<file path="src/rtl/seq_restoring_divider.sv">
`default_nettype none
// ============================================================================
//  Module      : seq_restoring_divider
//  Description : Iterative unsigned restoring divider, one trial subtraction
//                per clock. start/busy/done handshake; results are held on
//                the outputs until they are overwritten by the next result.
//
//  Ports
//    clk          in   rising-edge clock
//    rst_n        in   asynchronous active-low reset
//    start        in   operation request, sampled only while busy=0
//    dividend     in   [WIDTH] unsigned dividend, captured on accept
//    divisor      in   [WIDTH] unsigned divisor, captured on accept
//    busy         out  high while an operation is in progress
//    done         out  one-cycle pulse, results valid
//    quotient     out  [WIDTH] quotient (all ones on divide by zero)
//    remainder    out  [WIDTH] remainder (dividend on divide by zero)
//    div_by_zero  out  set with done when the divisor was zero
//
//  Revision    : 1.0  initial release
// ============================================================================
module seq_restoring_divider #(
    parameter int WIDTH = 4
) (
    input  logic             clk,
    input  logic             rst_n,
    input  logic             start,
    input  logic [WIDTH-1:0] dividend,
    input  logic [WIDTH-1:0] divisor,
    output logic             busy,
    output logic             done,
    output logic [WIDTH-1:0] quotient,
    output logic [WIDTH-1:0] remainder,
    output logic             div_by_zero
);

    localparam int C_CNT_W = $clog2(WIDTH + 1);

    typedef enum logic [1:0] {
        S_IDLE = 2'd0,
        S_RUN  = 2'd1,
        S_DONE = 2'd2
    } state_t;

    state_t             r_state;
    logic [WIDTH-1:0]   r_q;       // dividend shifting out / quotient shifting in
    logic [WIDTH-1:0]   r_d;       // captured divisor
    // After every iteration the partial remainder is strictly less than the
    // divisor, so it always fits in WIDTH bits; only the shifted trial value
    // needs the extra bit.
    logic [WIDTH-1:0]   r_rem;
    logic [C_CNT_W-1:0] r_count;

    logic [WIDTH:0]     w_r_shift;
    logic [WIDTH:0]     w_trial;
    logic               w_fits;
    logic [WIDTH-1:0]   w_r_next;
    logic [WIDTH-1:0]   w_q_next;

    // One restoring step: shift {R,Q} left, try R - D, keep it if non-negative.
    assign w_r_shift = {r_rem, r_q[WIDTH-1]};
    assign w_trial   = w_r_shift - {1'b0, r_d};
    assign w_fits    = ~w_trial[WIDTH];
    assign w_r_next  = w_fits ? w_trial[WIDTH-1:0] : w_r_shift[WIDTH-1:0];
    assign w_q_next  = (r_q << 1) | WIDTH'(w_fits);

    always_ff @(posedge clk or negedge rst_n) begin
        if (!rst_n) begin
            r_state     <= S_IDLE;
            r_q         <= '0;
            r_d         <= '0;
            r_rem       <= '0;
            r_count     <= '0;
            busy        <= 1'b0;
            done        <= 1'b0;
            quotient    <= '0;
            remainder   <= '0;
            div_by_zero <= 1'b0;
        end else begin
            case (r_state)
                // IDLE and DONE both accept a new operation; DONE also ends
                // the done pulse here.
                S_IDLE, S_DONE: begin
                    done <= 1'b0;
                    if (start) begin
                        r_q         <= dividend;
                        r_d         <= divisor;
                        r_rem       <= '0;
                        r_count     <= C_CNT_W'(WIDTH);
                        busy        <= 1'b1;
                        div_by_zero <= 1'b0;
                        r_state     <= S_RUN;
                    end else begin
                        r_state     <= S_IDLE;
                    end
                end

                S_RUN: begin
                    if (r_d == '0) begin
                        // Zero divisor: skip the iterations and publish the
                        // saturated quotient on the first edge after accept.
                        quotient    <= '1;
                        remainder   <= r_q;
                        div_by_zero <= 1'b1;
                        done        <= 1'b1;
                        busy        <= 1'b0;
                        r_count     <= '0;
                        r_state     <= S_DONE;
                    end else begin
                        r_q     <= w_q_next;
                        r_rem   <= w_r_next;
                        r_count <= r_count - 1'b1;
                        // Final iteration: publish this step's values directly.
                        if (r_count == C_CNT_W'(1)) begin
                            quotient  <= w_q_next;
                            remainder <= w_r_next;
                            done      <= 1'b1;
                            busy      <= 1'b0;
                            r_state   <= S_DONE;
                        end
                    end
                end

                default: begin
                    busy    <= 1'b0;
                    done    <= 1'b0;
                    r_state <= S_IDLE;
                end
            endcase
        end
    end

endmodule
`default_nettype wire
</file>
<file path="config.mk">
export PLATFORM = sky130hd
export DESIGN_NAME = seq_restoring_divider
export DESIGN_NICKNAME = d
export VERILOG_FILES = /design/src/rtl/seq_restoring_divider.sv
export SDC_FILE = /design/constraint.sdc
export NUM_CORES = 1
export LEC_CHECK = 0
export CAP_MARGIN = 20
export CORE_ASPECT_RATIO = 0.75
export CORE_MARGIN = 3
export CORE_UTILIZATION = 40
export CTS_CLUSTER_SIZE = 28
export DETAILED_ROUTE_END_ITERATION = 8
export HOLD_SLACK_MARGIN = 0.03
export SYNTH_ARGS = -nofsm -noshare
export SYNTH_HDL_FRONTEND = slang
export SYNTH_SLANG_ARGS = --single-unit
</file>
<file path="constraint.sdc">
create_clock -name clk -period 6 [get_ports clk]
set_input_delay 1.2 -clock clk [delete_from_list [all_inputs] [get_ports clk]]
set_output_delay 1.2 -clock clk [all_outputs]
set_load 0.05 [all_outputs]
</file>
# Word-level counts from Yosys, hierarchy flattened
# Cells that the tools add are included.
[op_classes] n_eq_ne=7 bitwise_logic=2 reduce_logical=11 add_sub_neg=2 muxes=28
[op_table] operator="4-bit 2-to-1 mux" count=9
[op_table] operator="4-bit one-hot mux with 2 select lines" count=2
[op_table] operator="1-bit 2-to-1 mux" count=9
[op_table] operator="2-bit AND reduction" count=4
[op_table] operator="3-bit 2-to-1 mux" count=2
[op_table] operator="2-bit != test, second input constant" count=3
[op_table] operator="3-bit one-hot mux with 2 select lines" count=1
[op_table] operator="3-bit AND reduction" count=2
[op_table] operator="5-bit by 4-bit subtractor with 5-bit output" count=1
[op_table] operator="4-bit zero test" count=1
[op_table] operator="2-bit 2-to-1 mux" count=2
[op_table] operator="4-bit by 1-bit bitwise OR with 4-bit output" count=1
[op_table] operator="1-bit one-hot mux with 2 select lines" count=2
[op_table] operator="2-bit one-hot mux with 2 select lines" count=1
[op_table] operator="2-bit nonzero test" count=2
[op_table] operator="3-bit by 1-bit == test with 1-bit output, second input constant" count=1
[op_table] operator="3-bit != test, second input constant" count=1
[op_table] operator="3-bit by 1-bit subtractor with 3-bit output, second input constant" count=1
[op_table] operator="2-bit by 1-bit == test with 1-bit output, second input constant" count=1
[op_table] operator="2-bit == test, second input constant" count=1
[op_table] operator="2-bit zero test" count=1
[op_table] operator="2-bit OR reduction" count=1
[op_table] operator="1-bit inverter" count=1
[totals] elab_cells=60 input_bits=11 reg_bits=28 out_inout_bits=11

# Longest topological paths before layout
# Gate-level depths: netlist (run 1).
[depth] ltp_word=5 ltp_mapped=8 mapped_depth_nobuf=8

# Least setup slack after synthesis (run 1)
# Ideal clock, no wire load.
[synth_path] path_kind="register to register" from="reg r_q[3]" to="reg remainder[0]" arrival_ns=1.934 setup_slack_ns=3.991 path_buffers=0 path_stages_with_launch=9 setup_ns=0.075 cell_sequence="dfrtp_1 > inv_1 > ha_1 > fa_1 > nand2b_4 > a21oi_4 > xnor2_4 > mux2_4 > o21ai_2"
[synth_via] elab_chain_len=4
[synth_rtl] element="start, declared" line="46" source="logic [WIDTH-1:0] r_q;"
[synth_rtl] element="start signal, assigned" line="86" source="r_q <= dividend;"
[synth_rtl] element="start signal, assigned" line="110" source="r_q <= w_q_next;"
[synth_rtl] element="5-bit by 4-bit subtractor with 5-bit output" line="62" source="assign w_trial = w_r_shift - {1'b0, r_d};"
[synth_rtl] element="4-bit 2-to-1 mux *" line="64" source="assign w_r_next = w_fits ? w_trial[WIDTH-1:0] : w_r_shift[WIDTH-1:0];"
[synth_rtl] element="4-bit 2-to-1 mux *" line="114" source="if (r_count == C_CNT_W'(1)) begin"
[synth_rtl] element="4-bit 2-to-1 mux *" line="99" source="if (r_d == '0) begin"
[synth_rtl] element="end signal, assigned" line="103" source="remainder <= r_q;"
[synth_rtl] element="end signal, assigned" line="116" source="remainder <= w_r_next;"
[synth_rtl] element="end, declared" line="33" source="output logic [WIDTH-1:0] remainder,"
# Mark *: on every way between the ends. The rest lies on a longest branch, timed or not. The select of a mux whose other input is x is not followed.
# A chain may end at the register's enable or synchronous reset.

# Final worst setup path (run 1)
[layout_path] from="reg div_by_zero" to="out div_by_zero"
[layout_rtl] element="start, declared" line="34" source="output logic div_by_zero"
[layout_rtl] element="start signal, assigned" line="78" source="div_by_zero <= 1'b0;"
[layout_rtl] element="start signal, assigned" line="91" source="div_by_zero <= 1'b0;"
[layout_rtl] element="start signal, assigned" line="104" source="div_by_zero <= 1'b1;"
# No word-level cell between the ends.

==> impl_metrics.toml, run 1 <==
[status]
outcome = "complete, no violations"

[logic_synthesis]
yosysWarnings = 0
yosysSeqAreaShare_pct = 49.1
synth_top_family_by_area = "compound AO/OA/AOI/OAI gates"
syn_area_sq_um = 1380
synth_top_area_share_pct = 49.1
syn_inst = 129
ys.flop_type = "dfrtp_1"
synthArstFlopShare_pct = 100
synth_cell_type_count = 36
postSynthAreaPerCell_sq_um = 10.7
synth_edf_count = 0
synth_area_leaders = "dfrtp_1 (49%), ha_1 (5.5%), nand2_1 (3.8%), a31oi_1 (2.7%), nor2_1 (2.7%)"
yosysTopAreaCell = "dfrtp_1"
synth.ff_latch_count = 27
synth_adder_area_share_pct = 6.92
synth_simple_gate_area_share_pct = 14.7
synth_compound_gate_area_share_pct = 14.8
synth_nets = 147
synth_xor_area_share_pct = 3.28
synthMuxAreaShare_pct = 6.92

[clocking]
hold_buffers = 0
cts_buffers = 3
post_cts_buffers = 0
cts_tree = "yes"
cts_resized = 0
worstSkewPairLatency_ns = 0.27
cts_num_sinks = 27
root_buffer = "clkbuf_8"
clk_pin_slew_ns = 0.09
cts_buffer_depth = 2
cts.htree.levels = 1

[setup_path]
cp.arrival_ns = 1.46
reg2reg_to = "remainder[3]$_DFFE_PN0P_"
crit_required_ns = 4.80
start_kind = "flip-flop"
critPathMaxFanout = 2
crit_chain = "clkdlybuf4s50_1"
critPathBufInv = 1
cp-startpoint = "div_by_zero$_DFFE_PN0P_"
r2r_cells = 8
r2r_start = "r_q[3]$_DFFE_PN0P_"
setup.worst_path.end_class = "primary output"
max_stage_delay_ns = 0.81
path_class = "flip-flop to primary output"
slowest_stage = "clkdlybuf4s50_1"
r2r_slack_ns = 3.81
cp.depth = 1
path_delay_family = "buffers and inverters"

[routing]
drt-total-wl_microns = 2830
first_pass_iters = 5
drcViolationCount = 0
drtIter0Drc = 39
num_vias = 992
drtAntennaViolNets = 0
avgRoutedWirePerCell_microns = 14.9
via_per_inst = 5.22

[timing]
max-slew-margin-rel_pct = 62.5
rsz0062_at_grt = "no"
fin_skew_ns = 0.00277
finalSetupTns_ns = 0
clock.fmax_ghz = 0.376
hold_viol_final = 0
tightest_slew_ns = 0.562
min_period_over_period_pct = 44.3
setup_violations = 0
period_needed_ns = 2.66
slew_viol_final = 0

[place]
gp_congestion = 0.806
hpwl_microns = 2160
port_buffers = 21

[die]
die_w_microns = 73.7
die-area_sq_um = 4180
core_sq_um = 3110
initial_core_util_pct = 44.3
die_y_microns = 56.8
ios = 22
rows = 17

[global_routing]
track_usage_pct = 14.7
grt_pass1_vias = 949
antenna_found_initial = 0
grt_first_pass_wirelength_microns = 4710
grt_max_degree = 28
grt_remaining_overflow = 0

[worst_hold_path]
min_from = "quotient[3]$_DFFE_PN0P_"
holdPathStages = 1
hold_path_end = "quotient[3]$_DFFE_PN0P_"
hold_class = "flip-flop to flip-flop"

[layout]
nFillCells = 273
nNetsFinal = 171
drive_above_1_share_pct = 14.5
antenna_cells = 0
syn2layout_area_growth_pct = 21.4
layout_common_cells = "dfrtp_1 (27), clkdlybuf4s50_1 (21), nand2_1 (14), nor2_1 (10), inv_1 (8)"
final_common_cell = "dfrtp_1"

[job]
cap_viol_max_count = 0
[state kept, by name, summed over array words and instances (netlist names)]
signal,cells
r_count,3
r_rem,4
div_by_zero,1
r_state,1
remainder,4
quotient,4
done,1
busy,1
r_q,4
r_d,4
[cell usage after synthesis (3+ instances only)]
cell type and count:
a22oi_1 3, nand3_1 6, ha_1 6, inv_1 8, mux2_2 3, dfrtp_1 27, nor2_1 10, o22a_1 4
o21ai_2 4, nand2_1 14, o21ai_0 3, a31oi_1 6, o21ai_1 4, nand2b_1 3
[cell type report]
cell class                 count  area, sq um  share of cell area [%]
inverter                      11         41.3                    2.47
sequential                    27          676                    40.5
clock buffer                   4         45.0                    2.70
timing repair buffer          22          218                    13.0
multi-input combinational     88          642                    38.5
tap                           38         47.5                    2.85
[worst max-delay path by stage]
stage                                     endpoint
after floorplan           remainder[0]$_DFFE_PN0P_
after detailed placement        r_q[3]$_DFFE_PN0P_
after global placement          r_q[3]$_DFFE_PN0P_
after global routing                          busy
after CTS                                     busy
final                                  div_by_zero
[cell families after synthesis]
family / count (synthesis)
adders and majority gates: 7
buffers and inverters: 14
and+or+nand+nor: 41
muxes: 8
AOI/OAI and AO/OA: 29
xor gates and xnor gates: 3
DFF: 27
[per-layer routing]
layer	vias up	global-route usage (%)	routed length, microns	share of wire [%]
met4	0	3.10	7	0.25
li1	492	-	-	-
met3	2	4.29	120	4.2
met2	23	21.6	1310	46
met5	-	0	0	0
met1	475	21.1	1390	49
[through the flow]
stage / instances / worst slack (ns) / hold WS (ns) / area, sq um / utilization [%]
6_report: 190 / 3.34 / 0.493 / 1670 / 53.7
5_1_grt: 190 / 3.30 / 0.522 / 1670 / 53.7
4_1_cts: 190 / 3.33 / 0.500 / 1670 / 53.7
3_5_place_dp: 186 / 3.39 / 0.480 / 1620 / 52.3
3_3_place_gp: 186 / 3.46 / 0.474 / 1620 / 52.3
2_1_floorplan: 129 / 3.99 / 0.465 / 1380 / -
Power of run 1 is left out: the tool's default activity adds up to more than one toggle a clock period on the data nets, which glitch-free logic cannot reach.
==> run 2: changes to the inputs <==
Clock period 6 ns to 2.5 ns, I/O delays scaled along.
==> run 2 against run 1 <==
Core utilization did not move; hold slack worse by 0.016 ns; sequential share of layout area unchanged; die area did not move; non-clock buffer count unchanged; clock skew rose by 0.0023 ns; critical path depth is 7 higher; register-to-register slack lost 3.5 ns; final cell count is the same.
==> impl_metrics.toml, run 2 (same netlist as run 1, synthesis figures left out) <==
[status]
outcome = "complete, no violations"

[layout]
layout_common_cells = "dfrtp_1 (27), clkdlybuf4s50_1 (21), nand2_1 (14), nor2_1 (10), inv_1 (8)"
nFillCells = 271
syn2layout_area_growth_pct = 21.4
nNetsFinal = 171
final-seq-area_sq_um = 676
final_common_cell = "dfrtp_1"
multi_input_area_sq_um = 642
drive_above_1_share_pct = 14.5
antenna_cells = 0

[clocking]
hold_buffers = 0
cts_buffers = 3
cts_tree = "yes"
root_buffer = "clkbuf_8"
worstSkewPairLatency_ns = 0.27
post_cts_buffers = 0
cts_num_sinks = 27
cts.htree.levels = 1
clk_pin_slew_ns = 0.08
cts_resized = 0
cts_buffer_depth = 2

[die]
initial_core_util_pct = 44.3
core_sq_um = 3110
die_y_microns = 56.8
ios = 22
rows = 17
die_w_microns = 73.7
die-area_sq_um = 4180

[global_routing]
grt_pass1_vias = 1002
grt_max_degree = 28
grt_first_pass_wirelength_microns = 4950
grt_remaining_overflow = 0
track_usage_pct = 15.3
antenna_found_initial = 0

[routing]
avgRoutedWirePerCell_microns = 15.6
drt-total-wl_microns = 2970
drtIter0Drc = 30
first_pass_iters = 7
drtAntennaViolNets = 0
drcViolationCount = 0
via_per_inst = 5.29
num_vias = 1005

[setup_path]
path_class = "flip-flop to flip-flop"
cp.arrival_ns = 2.29
crit_required_ns = 2.64
start_kind = "flip-flop"
critPathMaxFanout = 6
setup.worst_path.end_class = "flip-flop"

[timing]
period_needed_ns = 2.15
rsz0062_at_grt = "no"
hold_viol_final = 0
fin_skew_ns = 0.00507
max-slew-margin-rel_pct = 59.0
clock.fmax_ghz = 0.465
finalSetupTns_ns = 0
setup_violations = 0
tightest_slew_ns = 0.615
slew_viol_final = 0
min_period_over_period_pct = 86.0

[worst_hold_path]
hold_class = "flip-flop to flip-flop"

[place]
hpwl_microns = 2260
port_buffers = 21
gp_congestion = 0.819

[job]
cap_viol_max_count = 0
[run 2: cell counts in the layout (fill, tap and decap cells not counted)]
Identical to the previous run, type by type.
[run 2: layout make-up]
cell class	count	area share, %
Timing Repair Buffer	22	13.0
Multi-Input combinational cell	88	38.5
Clock buffer	4	2.70
Tap cell	38	2.85
Inverter	11	2.47
Sequential cell	27	40.5
[run 2: final timing paths]
check | startpoint | to | slack (ns) | depth (start not counted)
worst min-delay path | div_by_zero$_DFFE_PN0P_ | div_by_zero$_DFFE_PN0P_ | 0.48 | 2
worst max register to register | r_q[3]$_DFFE_PN0P_ | remainder[3]$_DFFE_PN0P_ | 0.35 | 8
min in group asynchronous | rst_n | r_rem[1]$_DFFE_PN0P_ | 0.60 | 2
worst max-delay path | r_q[3]$_DFFE_PN0P_ | remainder[3]$_DFFE_PN0P_ | 0.35 | 8
worst min register to register | div_by_zero$_DFFE_PN0P_ | div_by_zero$_DFFE_PN0P_ | 0.48 | 2
max in group asynchronous | rst_n | r_q[3]$_DFFE_PN0P_ | 1.63 | 2
[run 2: worst max-delay path, stage by stage (launching register included)]
cell and delay (ns):
dfrtp_1 0.37, inv_1 0.07, ha_1 0.22, fa_1 0.41, nand2b_4 0.17, a21oi_4 0.17
xnor2_4 0.19, mux2i_1 0.31, a31oi_1 0.12
[run 2: routing by layer]
layer	part of all wire [%]	vias to the layer above	global-route usage, %
met3	3.9	2	3.76
met4	0.40	0	3.10
met2	48	21	22.7
met5	0	-	0
met1	48	486	22.5
li1	-	496	-
[run 2: per-stage QoR]
| step | hold WS [ns] | util, % | instances | area [sq um] | worst slack [ns] |
|---|---|---|---|---|---|
| floorplan | 0.204 | - | 129 | 1380 | 0.491 |
| global placement | 0.466 | 52.3 | 186 | 1620 | 0.428 |
| detailed placement | 0.463 | 52.3 | 186 | 1620 | 0.345 |
| CTS | 0.485 | 53.7 | 190 | 1670 | 0.329 |
| global route | 0.502 | 53.7 | 190 | 1670 | 0.196 |
| finish | 0.477 | 53.7 | 190 | 1670 | 0.350 |
Power of run 2 is left out for the same reason.
